==> src/rtl/dmem_ctrl_pkg.sv <==
// Shared types, defaults and the byte-merge helper for the data-memory controller.
package dmem_ctrl_pkg;

  localparam int unsigned DMEM_DEPTH_DEF = 128;
  localparam int unsigned WORD_W         = 32;
  localparam int unsigned BE_W           = 4;

  typedef enum logic [2:0] {
    ST_IDLE,
    ST_ACCESS,
    ST_RMW_RD,
    ST_RMW_WR,
    ST_RESP
  } dmem_state_t;

  // Byte lane i comes from new_word when be[i] is set, otherwise from old_word.
  function automatic logic [WORD_W-1:0] merge_bytes(input logic [WORD_W-1:0] old_word,
                                                    input logic [WORD_W-1:0] new_word,
                                                    input logic [BE_W-1:0]   be);
    logic [WORD_W-1:0] res;
    res = old_word;
    for (int i = 0; i < int'(BE_W); i++) begin
      if (be[i]) res[8*i +: 8] = new_word[8*i +: 8];
    end
    return res;
  endfunction

endpackage

==> src/rtl/dmem_rr_arbiter.sv <==
// Two-way arbiter: round-robin by default, fixed priority (port 0 first)
// when DMEM_CTRL_FIXED_PRIO_EN is defined.
module dmem_rr_arbiter (
  input  logic       clk,
  input  logic       rst,
  input  logic [1:0] req,
  input  logic       adv,
  output logic [1:0] gnt
);

`ifdef DMEM_CTRL_FIXED_PRIO_EN
  logic unused_arb;
  assign unused_arb = ^{clk, rst, adv};

  always_comb begin
    gnt = 2'b00;
    if (req[0])      gnt = 2'b01;
    else if (req[1]) gnt = 2'b10;
  end
`else
  logic last;

  // On contention, the port not granted last wins.
  always_comb begin
    gnt = req;
    if (req == 2'b11) gnt = last ? 2'b01 : 2'b10;
  end

  always_ff @(posedge clk or posedge rst) begin
    if (rst)      last <= 1'b1;
    else if (adv) last <= gnt[1];
  end
`endif

endmodule

==> src/rtl/dmem_ctrl.sv <==
// Shares a single-port word memory between two requesters with bounds checking
// and read-modify-write sub-word stores. DMEM_CTRL_FIXED_PRIO_EN selects fixed priority.
module dmem_ctrl
  import dmem_ctrl_pkg::*;
#(
  parameter int unsigned DEPTH = DMEM_DEPTH_DEF
) (
  input  logic        clk,
  input  logic        rst,
  input  logic [1:0]  req,
  input  logic [1:0]  we,
  input  logic [31:0] addr0,
  input  logic [31:0] addr1,
  input  logic [31:0] wdata0,
  input  logic [31:0] wdata1,
  input  logic [3:0]  be0,
  input  logic [3:0]  be1,
  output logic [1:0]  gnt,
  output logic [1:0]  rvalid,
  output logic        rerr,
  output logic [31:0] rdata,
  output logic        mem_rd_en,
  output logic        mem_wr_en,
  output logic [31:0] mem_addr,
  output logic [31:0] mem_wdata,
  input  logic [31:0] mem_rdata
);

  localparam int unsigned IDX_W = 30;

  dmem_state_t state, next_state;

  logic [1:0]        arb_gnt;
  logic              take;
  logic              sel;
  logic              we_w;
  logic [31:0]       addr_w;
  logic [31:0]       wdata_w;
  logic [3:0]        be_w;
  logic              oob;

  logic              own_q;
  logic              we_q;
  logic [IDX_W-1:0]  idx_q;
  logic [31:0]       wdata_q;
  logic [3:0]        be_q;
  logic              err_q;
  logic [31:0]       rdata_q;
  logic [31:0]       merge_q;

  logic unused_addr_lsb;
  assign unused_addr_lsb = ^addr_w[1:0];

  assign take = (state == ST_IDLE) && (|req);

  dmem_rr_arbiter u_arb (
    .clk (clk),
    .rst (rst),
    .req (req),
    .adv (take),
    .gnt (arb_gnt)
  );

  // Winner's request fields, only meaningful while take is high.
  assign sel     = arb_gnt[1];
  assign we_w    = sel ? we[1]  : we[0];
  assign addr_w  = sel ? addr1  : addr0;
  assign wdata_w = sel ? wdata1 : wdata0;
  assign be_w    = sel ? be1    : be0;
  assign oob     = addr_w[31:2] >= IDX_W'(DEPTH);

  assign gnt = (state == ST_IDLE) ? arb_gnt : 2'b00;

  always_ff @(posedge clk or posedge rst) begin
    if (rst) state <= ST_IDLE;
    else     state <= next_state;
  end

  always_comb begin
    next_state = state;
    unique case (state)
      ST_IDLE: begin
        if (|req) begin
          if (oob)                          next_state = ST_RESP;
          else if (we_w && be_w == 4'h0)    next_state = ST_RESP;
          else if (!we_w || be_w == 4'hF)   next_state = ST_ACCESS;
          else                              next_state = ST_RMW_RD;
        end
      end
      ST_ACCESS: next_state = ST_RESP;
      ST_RMW_RD: next_state = ST_RMW_WR;
      ST_RMW_WR: next_state = ST_RESP;
      ST_RESP:   next_state = ST_IDLE;
      default:   next_state = ST_IDLE;
    endcase
  end

  // Transaction capture and read-data / merge registers.
  always_ff @(posedge clk or posedge rst) begin
    if (rst) begin
      own_q   <= 1'b0;
      we_q    <= 1'b0;
      idx_q   <= '0;
      wdata_q <= '0;
      be_q    <= '0;
      err_q   <= 1'b0;
      rdata_q <= '0;
      merge_q <= '0;
    end else begin
      if (take) begin
        own_q   <= sel;
        we_q    <= we_w;
        idx_q   <= addr_w[31:2];
        wdata_q <= wdata_w;
        be_q    <= be_w;
        err_q   <= oob;
        rdata_q <= '0;
      end
      if (state == ST_ACCESS && !we_q) rdata_q <= mem_rdata;
      if (state == ST_RMW_RD)          merge_q <= mem_rdata;
    end
  end

  // Memory and response outputs decode from state and latched registers only.
  always_comb begin
    mem_rd_en = 1'b0;
    mem_wr_en = 1'b0;
    mem_wdata = '0;
    mem_addr  = (state == ST_IDLE) ? 32'h0 : {2'b00, idx_q};
    rvalid    = 2'b00;
    rerr      = 1'b0;
    rdata     = '0;
    unique case (state)
      ST_ACCESS: begin
        mem_rd_en = !we_q;
        mem_wr_en = we_q;
        if (we_q) mem_wdata = wdata_q;
      end
      ST_RMW_RD: mem_rd_en = 1'b1;
      ST_RMW_WR: begin
        mem_wr_en = 1'b1;
        mem_wdata = merge_bytes(merge_q, wdata_q, be_q);
      end
      ST_RESP: begin
        rvalid = own_q ? 2'b10 : 2'b01;
        rerr   = err_q;
        rdata  = rdata_q;
      end
      default: ;
    endcase
  end

endmodule
==> config.mk <==
export PLATFORM = sky130hd
export DESIGN_NAME = dmem_ctrl
export DESIGN_NICKNAME = d
export VERILOG_FILES = /design/src/rtl/dmem_ctrl_pkg.sv /design/src/rtl/dmem_rr_arbiter.sv /design/src/rtl/dmem_ctrl.sv
export SDC_FILE = /design/constraint.sdc
export NUM_CORES = 1
export LEC_CHECK = 0
export CORE_MARGIN = 10
export CORE_UTILIZATION = 40
export DETAILED_ROUTE_END_ITERATION = 8
export PLACE_DENSITY = 0.86
export SETUP_SLACK_MARGIN = 0.02
export SYNTH_ARGS = -nofsm -noshare
export SYNTH_HDL_FRONTEND = slang
export SYNTH_SLANG_ARGS = --single-unit
export TNS_END_PERCENT = 100
==> constraint.sdc <==
create_clock -name clk -period 4.45 [get_ports clk]
set_input_delay 0.6675 -clock clk [delete_from_list [all_inputs] [get_ports clk]]
set_output_delay 0.6675 -clock clk [all_outputs]
set_load 0.005 [all_outputs]
Word-level counts from Yosys, hierarchy flattened
Index checks and enable logic that the tools add are counted.
{"block": "op_classes", "n_lt_le_gt_ge": 1, "n_eq_ne": 7, "muxes": 27, "n_reduce_logical": 11}
{"op": "2-to-1 mux 32 bit", "count": 6}
{"op": "case mux 32 bit (2 select lines)", "count": 1}
{"op": "2-to-1 mux 8 bit", "count": 4}
{"op": "greater-or-equal comparator 30 x 8 -> 1 bit (second input constant)", "count": 1}
{"op": "2-to-1 mux 30 bit", "count": 1}
{"op": "2-to-1 mux 2 bit", "count": 6}
{"op": "2-to-1 mux 3 bit", "count": 3}
{"op": "case mux 3 bit (3 select lines)", "count": 1}
{"op": "equality test 3 x 2 -> 1 bit (second input constant)", "count": 2}
{"op": "equality test 4 bit (second input constant)", "count": 1}
{"op": "zero test 4 bit", "count": 1}
{"op": "2-to-1 mux 4 bit", "count": 1}
{"op": "case mux 1 bit (2 select lines)", "count": 2}
{"op": "OR reduction 2 bit", "count": 2}
{"op": "equality test 3 x 1 -> 1 bit (second input constant)", "count": 1}
{"op": "equality test 3 bit (second input constant)", "count": 1}
{"op": "logical AND 1 bit", "count": 3}
{"op": "zero test 3 bit", "count": 1}
{"op": "equality test 2 bit (second input constant)", "count": 1}
{"op": "zero test 1 bit", "count": 2}
{"op": "2-to-1 mux 1 bit", "count": 2}
{"op": "!= test 2 x 1 -> 1 bit (second input constant)", "count": 1}
{"op": "nonzero test 2 bit", "count": 1}
{"op": "logical OR 1 bit", "count": 1}
{"block": "totals", "reg_bits": 137, "inputBits": 174, "out_inout_bits": 103, "elab_cells": 56}

Depth between registers and ports, before layout
Gate-level depths: netlist (run 1).
{"block": "logic_depth", "ltp_word": 10, "depth_mapped": 7, "depth_no_buf": 5}

By module
From an unflattened synthesis (run 1), not the netlist that was laid out.
{"block": "hier_totals", "cells_unflattened": 753, "area_unflattened_um2": 7312.0}
{"mod": "dmem_ctrl", "n_inst": 1, "cells_each": 747, "area_per_inst_um2": 7244.4, "seq_area_each_um2": 3403.3}
{"mod": "dmem_rr_arbiter", "n_inst": 1, "cells_each": 6, "area_per_inst_um2": 67.6, "seq_area_each_um2": 26.3}

Worst setup path before layout (run 1)
No wires, ideal clock.
{"block": "synth_path", "kind": "flip-flop to output port", "start": "reg state[1]", "end": "out rdata[10]", "arrival_ps": 1320, "required_ps": 3783, "path_slack_ps": 2463, "stages_incl_launch_ff": 5, "path_buffers": 2, "path_cell_list": "dfrtp_1 clkbuf_1 nor3b_2 clkbuf_1 and2_1"}
{"block": "synth_between", "elab_chain_len": 2}
{"element": "from (decl)", "line_no": "dmem_ctrl.sv:31", "text": "dmem_state_t state, next_state;"}
{"element": "from (signal assigned)", "line_no": "dmem_ctrl.sv:76", "text": "else state <= next_state;"}
{"element": "equality test 3 bit", "line_no": "dmem_ctrl.sv:133", "text": "unique case (state)"}
{"element": "2-to-1 mux 32 bit", "line_no": "dmem_ctrl.sv:133"}
{"element": "to (decl)", "line_no": "dmem_ctrl.sv:21", "text": "output logic [31:0] rdata,"}
Every way passes these cells.

Worst setup path in the final report (run 1)
{"block": "layout_path", "start": "reg state[1]", "end": "out mem_wdata[30]"}
{"block": "layout_between", "elab_chain_len": 2, "word_cells_on_any_way": 3, "cone_classes": "2 x eq/ne; 1 x mux"}
{"element": "equality test 3 x 2 -> 1 bit / equality test 3 x 1 -> 1 bit (equally long branches)", "line_no": "dmem_ctrl.sv:133"}
{"element": "case mux 32 bit (2 select lines) (*)", "line_no": "dmem_ctrl.sv:133"}
{"element": "to (decl)", "line_no": "dmem_ctrl.sv:25", "text": "output logic [31:0] mem_wdata,"}
Mark *: on every way between the ends. The rest lies on a longest branch, timed or not.

==> results.yml, run 1 <==
critical_path:
  path_max_fanout: 30
  cp.arrival_ns: 2.83
  critPathRequiredTime_ns: 3.78
  setup.worst_path.end_class: "output pin"
  crit_type: "reg2out"
  ff2ff_setup_slack_ns: 1.55
  cp-start-kind: "flop"
sta:
  setup_viol_count_final: 0
  fin_skew_ns: 0.0156
  slew_headroom_pct: 29.1
  setup_ws_ns: 0.953
  finalHoldViolCount: 0
  post-route-min-period_ns: 3.50
  setup_tns_ns: 0
  rsz0062_at_grt: "false"
  min_period_over_period_pct: 78.6
  timing.hold.ws_ns: 0.491
  tightest_slew_ns: 1.06
  drv_slew: 0
  fmax_mhz: 286
global_routing:
  met3_usage_pct: 8.54
  grt_use_total_pct: 20.2
  grt_busiest_layer: "met2"
  grt_first_pass_wirelength_um: 38400
  met2_usage_pct: 32.6
  grt_pass1_vias: 6863
  globalRouteOverflowTotal: 0
  use_met1_pct: 24.3
  grt_max_degree: 93
  antenna_found_initial: 1
floorplan:
  start_util_pct: 41.1
  die_x_um: 154
  ios: 277
  num_rows: 48
  die-area_mm2: 0.0237
  fp.dieH_um: 154
  core_region_area_mm2: 0.0175
placed_design:
  placed_cells_incl_taps: 1264
  dp_slack_ns: 1.31
  place.gp.congestion: 0.935
  hpwlAfterDp_um: 18600
  numPortBuffers: 270
cells_and_area:
  syn_to_final_growth_pct: 47.9
  fin_cells: 1297
  drive_gt1_share_pct: 8.59
  fin_nets: 1232
clocking:
  h-tree-depth: 4
  ctsResizeCount: 0
  clk_latency_ns: 0.41
  cts_hold_buffers: 0
  post_cts.repair.setup_buffers: 0
  cts_tree: "done"
  clk_path_buf_depth: 2
  numCtsBuffers: 17
  cts.sinks: 137
  clk_pin_slew_ns: 0.06
  cts_root_buffer: "clkbuf_16"
routing:
  num_vias: 6768
  ant_nets: 0
  wl_um: 24600
  drt_iter0_markers: 341
  first_pass_iters: 5
  avgRoutedWirePerCell_um: 19.0
  drc: 0
  routed_via_density: 5.22
logic_synthesis:
  async_reset_ff_share_pct: 100
  syn_inst: 824
  synth_area_mm2: 0.00719
  ys.flop_type: "dfrtp_1"
  yosys_warnings: 0
  synth-seq-area-share_pct: 47.7
  synth_edf_count: 0
  ys_types: 37
  avgSynthCellArea_um2: 8.72
  ys_ff_latch: 137
pwr:
  p_per_area_mw_per_mm2: 361
  power_mw: 3.84
  power_leakage_nw: 4.47
  ir_worst_vdd_mv: 0.254
min_path:
  hold_class: "reg2reg"
outcome:
  outcome: "finished clean"
run:
  maxCapViolCount: 0
-- cells in the mapped netlist (3+ instances only) --
| library cell | n | area (um2) |
|---|---|---|
| nand2_1 | 203 | 762 |
| dfrtp_1 | 136 | 3400 |
| nor2_1 | 109 | 409 |
| a31oi_1 | 67 | 419 |
| mux2_2 | 37 | 417 |
| and2_1 | 35 | 219 |
| o21ai_1 | 33 | 165 |
| buf_2 | 32 | 160 |
| nor2b_1 | 32 | 200 |
| a22oi_1 | 29 | 218 |
| clkbuf_1 | 28 | 105 |
| mux2_1 | 27 | 304 |
| nor4_1 | 11 | 68.8 |
| nand4_1 | 6 | 37.5 |
| buf_4 | 5 | 37.5 |
| a21oi_1 | 4 | 20.0 |
| a21o_1 | 3 | 22.5 |
| and3_1 | 3 | 18.8 |
-- cell families (layout without fill, tap and decap cells) --
family          after synthesis  after routing  share of synthesized area, %
simple gates                411            411                          25.3
compound gates              143            143                          12.5
flops                       137            137                          47.7
buf+inv                      68            314                          4.37
mux                          64             64                          10.0
other cells                   1              3                        0.0522
-- critical path, stage by stage (launching register included) --
cell and delay, ns:
dfrtp_1 0.77, buf_4 0.42, nor2b_2 0.07, buf_4 0.24, a21o_1 0.19, a21oi_1 0.13
nor2_1 0.07, clkdlybuf4s50_1 0.51
-- worst paths after layout --
kind	cells after the start	startpoint	end
worst min-delay path	1	merge_q[10]$_DFFE_PP0P_	merge_q[10]$_DFFE_PP0P_
min in group asynchronous	2	rst	wdata_q[2]$_DFFE_PP0P_
worst min register to register	1	merge_q[10]$_DFFE_PP0P_	merge_q[10]$_DFFE_PP0P_
worst max-delay path	7	state[1]$_DFFE_PP0P_	mem_wdata[30]
worst max register to register	6	state[1]$_DFFE_PP0P_	wdata_q[19]$_DFFE_PP0P_
max in group asynchronous	3	rst	merge_q[1]$_DFFE_PP0P_
-- metal layers --
metal | wire (um) | share of wire, %
met1 | 10200 | 41
met2 | 11800 | 48
met3 | 2210 | 9.0
met4 | 436 | 1.8
met5 | 0 | 0
-- through the flow --
stage,utilization [%],instance area [um2]
2_1_floorplan,-,7190
3_3_place_gp,57.3,10000
3_5_place_dp,57.3,10000
4_1_cts,60.8,10600
5_1_grt,60.8,10600
6_report,60.8,10600
-- sequential cells by signal (all words and copies together), names as in the netlist --
signal,cells
own_q,1
merge_q,32
u_arb.last,1
state,3
rdata_q,32
be_q,4
wdata_q,32
idx_q,30
we_q,1
err_q,1
-- final cells by class --
| cell class | instances | area (um2) |
|---|---|---|
| multi-input combinational | 620 | 3490 |
| timing repair buffer | 281 | 2810 |
| antenna | 1 | 2.50 |
| inverter | 1 | 8.76 |
| fill | 1475 | 6850 |
| sequential | 137 | 3430 |
| tap | 225 | 282 |
| clock buffer | 18 | 439 |
| clock inverter | 14 | 170 |
-- placed cells by master (no fill, tap or decap), types with 2 or more instances in the layout --
cell             synthesis  routed
nor4_1                  11      11
nand4_1                  6       6
buf_12                   0       2
nor2_1                 109     109
conb_1                   1       2
nand3_1                  2       2
a21o_1                   3       3
and3_1                   3       3
a22oi_1                 29      29
nor3_1                   2       2
mux2_1                  27      27
and2_1                  35      35
a31oi_1                 67      67
nand2_1                203     203
mux2_2                  37      37
inv_6                    0       3
clkbuf_16                0      17
nor2b_1                 32      31
a21oi_1                  4       4
clkinv_4                 0       4
clkinv_2                 0       4
dfrtp_1                136     136
clkdlybuf4s50_1          0     270
nor3b_4                  1       2
nand2b_1                 2       2
buf_4                    5       9
o21ai_1                 33      33
nor3_4                   1       2
bufinv_16                0       3
-- power breakdown --
| part | internal (mW) | total [mW] | leakage (nW) | switching (mW) |
|---|---|---|---|---|
| combinational | 0.468 | 0.845 | 2.45 | 0.378 |
| sequential | 1.39 | 1.53 | 1.72 | 0.141 |
| clock | 0.900 | 1.47 | 0.300 | 0.569 |
| total | 2.75 | 3.84 | 4.47 | 1.09 |
(Power assumes the default switching activity.)
==> run 2: changes to the inputs <==
==> constraint.sdc (replaced) <==
create_clock -name clk -period 3.2 [get_ports clk]
set_input_delay 0.48 -clock clk [delete_from_list [all_inputs] [get_ports clk]]
set_output_delay 0.48 -clock clk [all_outputs]
set_load 0.005 [all_outputs]
==> run 2 against run 1 <==
Final area increased by 1.1%; routed wire length decreased by 1.1%; global-route usage about the same; total power increased by 43%; critical endpoint is now mem_wdata[26].
==> results.yml, run 2 (synthesis gave the netlist of run 1 again) <==
outcome:
  outcome: "finished clean"
floorplan:
  die-area_mm2: 0.0237
  start_util_pct: 41.1
  die_x_um: 154
  num_rows: 48
  fp.dieH_um: 154
  core_region_area_mm2: 0.0175
  ios: 277
routing:
  routed_via_density: 5.23
  num_vias: 6815
  drt_iter0_markers: 327
  drc: 0
  ant_nets: 0
  first_pass_iters: 7
  avgRoutedWirePerCell_um: 18.7
  wl_um: 24400
sta:
  setup_tns_ns: 0
  min_period_over_period_pct: 89.7
  setup_ws_ns: 0.329
  rsz0062_at_grt: "false"
  slew_headroom_pct: 58.1
  drv_slew: 0
  fmax_mhz: 348
  finalHoldViolCount: 0
  tightest_slew_ns: 0.629
  fin_skew_ns: 0.0104
  post-route-min-period_ns: 2.87
  setup_viol_count_final: 0
  timing.hold.ws_ns: 0.439
critical_path:
  critPathRequiredTime_ns: 2.72
  cp.arrival_ns: 2.39
  crit_type: "reg2out"
  cp-start-kind: "flop"
  setup.worst_path.end_class: "output pin"
  path_max_fanout: 21
clocking:
  cts_root_buffer: "clkbuf_16"
  cts.sinks: 137
  cts_tree: "done"
  numCtsBuffers: 17
  clk_pin_slew_ns: 0.06
  ctsResizeCount: 0
  clk_latency_ns: 0.41
  h-tree-depth: 4
  clk_path_buf_depth: 2
  post_cts.repair.setup_buffers: 0
  cts_hold_buffers: 0
global_routing:
  grt_max_degree: 66
  globalRouteOverflowTotal: 0
  antenna_found_initial: 0
  grt_use_total_pct: 20.2
  grt_pass1_vias: 6865
  grt_first_pass_wirelength_um: 38500
cells_and_area:
  nFillCells: 1468
  layout_commonest_cell: "clkdlybuf4s50_1"
  syn_to_final_growth_pct: 49.5
  multi_input_area_mm2: 0.00349
  final_cell_mix: "clkdlybuf4s50_1 (270), nand2_1 (203), dfrtp_1 (136)"
  reg_top3: "merge_q (32), rdata_q (32), wdata_q (32)"
  drive_gt1_share_pct: 9.09
  final_cell_area_mm2: 0.0107
  antenna_cells: 0
  seq_area_mm2: 0.00343
  fin_nets: 1239
placed_design:
  place.gp.congestion: 0.919
  numPortBuffers: 270
  dp_slack_ns: 0.626
  dpl-instance-area_mm2: 0.0101
  hpwlAfterDp_um: 18600
run:
  maxCapViolCount: 0
pwr:
  ir_worst_vdd_mv: 0.404
  power_mw: 5.50
  p_per_area_mw_per_mm2: 512
  power_leakage_nw: 4.52
min_path:
  hold_class: "in2async"
## run 2: cell types whose count changed in the layout (fill, tap and decap cells not counted), moves of 2 or more
cell / change
buf_12: +2
clkinv_2: -2
bufinv_16: +2
buf_4: +5
## run 2: area by class of cell
type / count / area share (%)
tap: 225 / 2.62
inverter: 1 / 0.0699
timing repair buffer: 288 / 26.9
sequential: 137 / 31.9
clock buffer: 18 / 3.99
clock inverter: 14 / 2.05
multi-input combinational: 620 / 32.5
## run 2: final timing paths
check | cells past startpoint | slack, ns | to | from
setup / recovery | 4 | 0.33 | mem_wdata[26] | state[0]$_DFFE_PP0P_
hold / removal | 2 | 0.44 | idx_q[20]$_DFFE_PP0P_ | rst
setup reg to reg | 7 | 0.67 | idx_q[26]$_DFFE_PP0P_ | state[1]$_DFFE_PP0P_
hold reg to reg | 1 | 0.48 | merge_q[11]$_DFFE_PP0P_ | merge_q[11]$_DFFE_PP0P_
max in group asynchronous | 3 | 2.07 | u_arb.last$_DFFE_PP1P_ | rst
min in group clk | 1 | 0.48 | merge_q[11]$_DFFE_PP0P_ | merge_q[11]$_DFFE_PP0P_
## run 2: per-stage QoR
step / utilization [%] / instances
final: 61.5 / 1303
after global routing: 61.5 / 1303
after CTS: 61.5 / 1303
after detailed placement: 57.8 / 1271
after global placement: 57.8 / 1271
after floorplan: - / 825
## run 2: critical path, stage by stage, from the launching register on
cell and delay (ns):
dfrtp_1 0.51, nand2b_1 0.41, buf_4 0.37, nor2_1 0.17
clkdlybuf4s50_1 0.52
## run 2: metal layers
layer | global-route usage (%) | share of wire (%)
met1 | 24.4 | 41
met4 | 7.83 | 3.1
met2 | 31.7 | 46
met5 | 0 | 0
met3 | 7.81 | 9.6
## run 2: power breakdown
group	leakage (nW)	internal, mW	total [mW]	switching [mW]
Combinational	2.49	0.665	1.20	0.537
Sequential	1.72	1.93	2.12	0.190
Clock	0.315	1.39	2.18	0.786
==> run 3: changes to the inputs <==
--- a/config.mk
+++ b/config.mk
@@ -8,6 +8,7 @@
 export CORE_MARGIN = 10
 export CORE_UTILIZATION = 40
 export DETAILED_ROUTE_END_ITERATION = 8
+export GPL_TIMING_DRIVEN = 0
 export PLACE_DENSITY = 0.86
 export SETUP_SLACK_MARGIN = 0.02
 export SYNTH_ARGS = -nofsm -noshare
==> run 3 against run 2 <==
First-iteration DRC count grew 26%; total power grew 4.0%; die area is the same; largest cell class unchanged.
==> results.yml, run 3 (synthesis gave the netlist of run 1 again) <==
cells_and_area:
  fin_nets: 1295
  reg_top3: "merge_q (32), rdata_q (32), wdata_q (32)"
  final_cell_mix: "clkdlybuf4s50_1 (270), nand2_1 (203), dfrtp_1 (136)"
  drive_gt1_share_pct: 10.8
  syn_to_final_growth_pct: 52.8
  fin_cells: 1360
  layout_commonest_cell: "clkdlybuf4s50_1"
  nFillCells: 1434
routing:
  wl_um: 26700
  num_vias: 7080
  first_pass_iters: 6
  routed_via_density: 5.21
  avgRoutedWirePerCell_um: 19.7
  drc: 0
  drt_iter0_markers: 412
  ant_nets: 0
critical_path:
  cp-start-kind: "flop"
  critPathRequiredTime_ns: 2.72
  worstReg2RegEnd: "own_q$_DFFE_PP0P_"
  critPathTopFamily: "buffers and inverters"
  path_max_fanout: 10
  crit_type: "reg2out"
  ff2ff_setup_slack_ns: 1.21
  crit_slowest_cell: "clkdlybuf4s50_1"
  cp_slowest_stage_delay_ns: 0.55
  worstPathCellList: "clkbuf_1 -> clkbuf_2 -> a22oi_1 -> nor2_1 -> clkdlybuf4s50_1"
  setup.worst_path.end_class: "output pin"
  worstRegToRegCells: 5
  cp.arrival_ns: 2.56
  r2r-start: "state[0]$_DFFE_PP0P_"
  path_buf_inv: 3
sta:
  drv_slew: 0
  rsz0062_at_grt: "false"
  setup_viol_count_final: 0
  setup_tns_ns: 0
  timing.hold.ws_ns: 0.486
  slew_headroom_pct: 55.0
  tightest_slew_ns: 0.674
  min_period_over_period_pct: 95.1
  fmax_mhz: 329
  fin_skew_ns: 0.00848
  finalHoldViolCount: 0
  post-route-min-period_ns: 3.04
  setup_ws_ns: 0.156
clocking:
  clk_path_buf_depth: 2
  h-tree-depth: 4
  cts_hold_buffers: 0
  cts_root_buffer: "clkbuf_16"
  numCtsBuffers: 17
  cts.sinks: 137
  clk_latency_ns: 0.41
  cts_tree: "done"
  clk_pin_slew_ns: 0.06
run:
  maxCapViolCount: 0
placed_design:
  dp_slack_ns: 0.233
  numPortBuffers: 270
  hpwlAfterDp_um: 21400
  place.gp.congestion: 0.957
  placed_cells_incl_taps: 1323
global_routing:
  grt_max_degree: 45
  grt_use_total_pct: 21.8
  antenna_found_initial: 1
  grt_first_pass_wirelength_um: 41400
  globalRouteOverflowTotal: 0
  grt_pass1_vias: 7517
floorplan:
  start_util_pct: 41.1
  core_region_area_mm2: 0.0175
  fp.dieH_um: 154
  die_x_um: 154
  ios: 277
  num_rows: 48
  die-area_mm2: 0.0237
min_path:
  worstHoldStart: "err_q$_DFFE_PP0P_"
  hold_class: "reg2reg"
  hold_end: "err_q$_DFFE_PP0P_"
  hold_depth: 2
pwr:
  combPwrFrac_pct: 22.7
  ir_worst_vdd_mv: 0.384
  power.share.clock_pct: 41.0
  p_sw_share_pct: 26.5
  p_switching_mw: 1.52
  power_leakage_nw: 4.70
  p_int_mw: 4.20
  p_per_area_mw_per_mm2: 520
  power_mw: 5.71
  seqPwrFrac_pct: 36.3
outcome:
  outcome: "finished clean"
run 3: cell types whose count changed in the layout (fill, tap and decap cells not counted), sizes merged:
cell	delta
inv	-1
bufinv	+2
clkinv	-4
clkbuf	+33
buf	+26
diode	+1
run 3: final cells by class:
cell class | instances | area (um2) | share of cell area [%]
Multi-Input combinational cell | 620 | 3450 | 31.4
Sequential cell | 137 | 3430 | 31.2
Timing Repair Buffer | 277 | 2790 | 25.4
Clock buffer | 21 | 460 | 4.19
Buffer | 67 | 315 | 2.87
Tap cell | 225 | 282 | 2.56
Clock inverter | 11 | 240 | 2.19
Inverter | 1 | 7.51 | 0.0684
Antenna cell | 1 | 2.50 | 0.0228
run 3: how the worst max path moves through the flow:
| stage | startpoint | endpoint | slack, ns | cells past startpoint |
|---|---|---|---|---|
| after floorplan | rst | be_q[0]$_DFFE_PP0P_ | 1.01 | 1 |
| after global placement | rst | rdata_q[22]$_DFFE_PP0P_ | -0.25 | 2 |
| after detailed placement | req[1] | gnt[1] | 0.23 | 5 |
| after CTS | state[1]$_DFFE_PP0P_ | mem_wdata[12] | 0.01 | 5 |
| after global routing | state[1]$_DFFE_PP0P_ | rdata[11] | 0.06 | 6 |
| final | state[1]$_DFFE_PP0P_ | mem_wdata[12] | 0.16 | 5 |
run 3: per-layer routing:
metal	global-route usage (%)	wire length, um	share of wire (%)
met5	0	0	0
met4	9.27	869	3.3
met3	9.23	2570	9.6
met2	36.0	12700	48
met1	24.1	10500	39
run 3: power groups by stage:
stage / sequential (mW) / clock [mW] / combinational [mW]
3_5_place_dp: 2.10 / 0 / 1.28
4_1_cts: 2.07 / 2.37 / 1.30
3_3_place_gp: 2.09 / 0 / 1.25
2_1_floorplan: 2.04 / 0 / 0.710
6_report: 2.07 / 2.34 / 1.30
5_1_grt: 2.09 / 2.44 / 1.43
run 3: tightest hold or removal path, stage by stage, from the launching register on:
cell and delay (ns):
dfrtp_1 0.34, nand2_1 0.05, o21ai_1 0.06
run 3: what timing repair did:
action | 4_1_cts | 5_1_grt
endpoints found under the setup margin | 30 | 56
pin swaps | 1 | 1
resized for setup | 1 | 6
cloned | 0 | 0
endpoints found under the hold margin | 0 | 0
buffers inserted | 3 | 1
run 3: stage by stage:
| step | cell area (um2) | utilization, % |
|---|---|---|
| after floorplan | 7190 | - |
| after global placement | 10200 | 58.2 |
| after detailed placement | 10200 | 58.6 |
| after CTS | 11000 | 62.8 |
| after global routing | 11000 | 62.8 |
| final | 11000 | 62.8 |
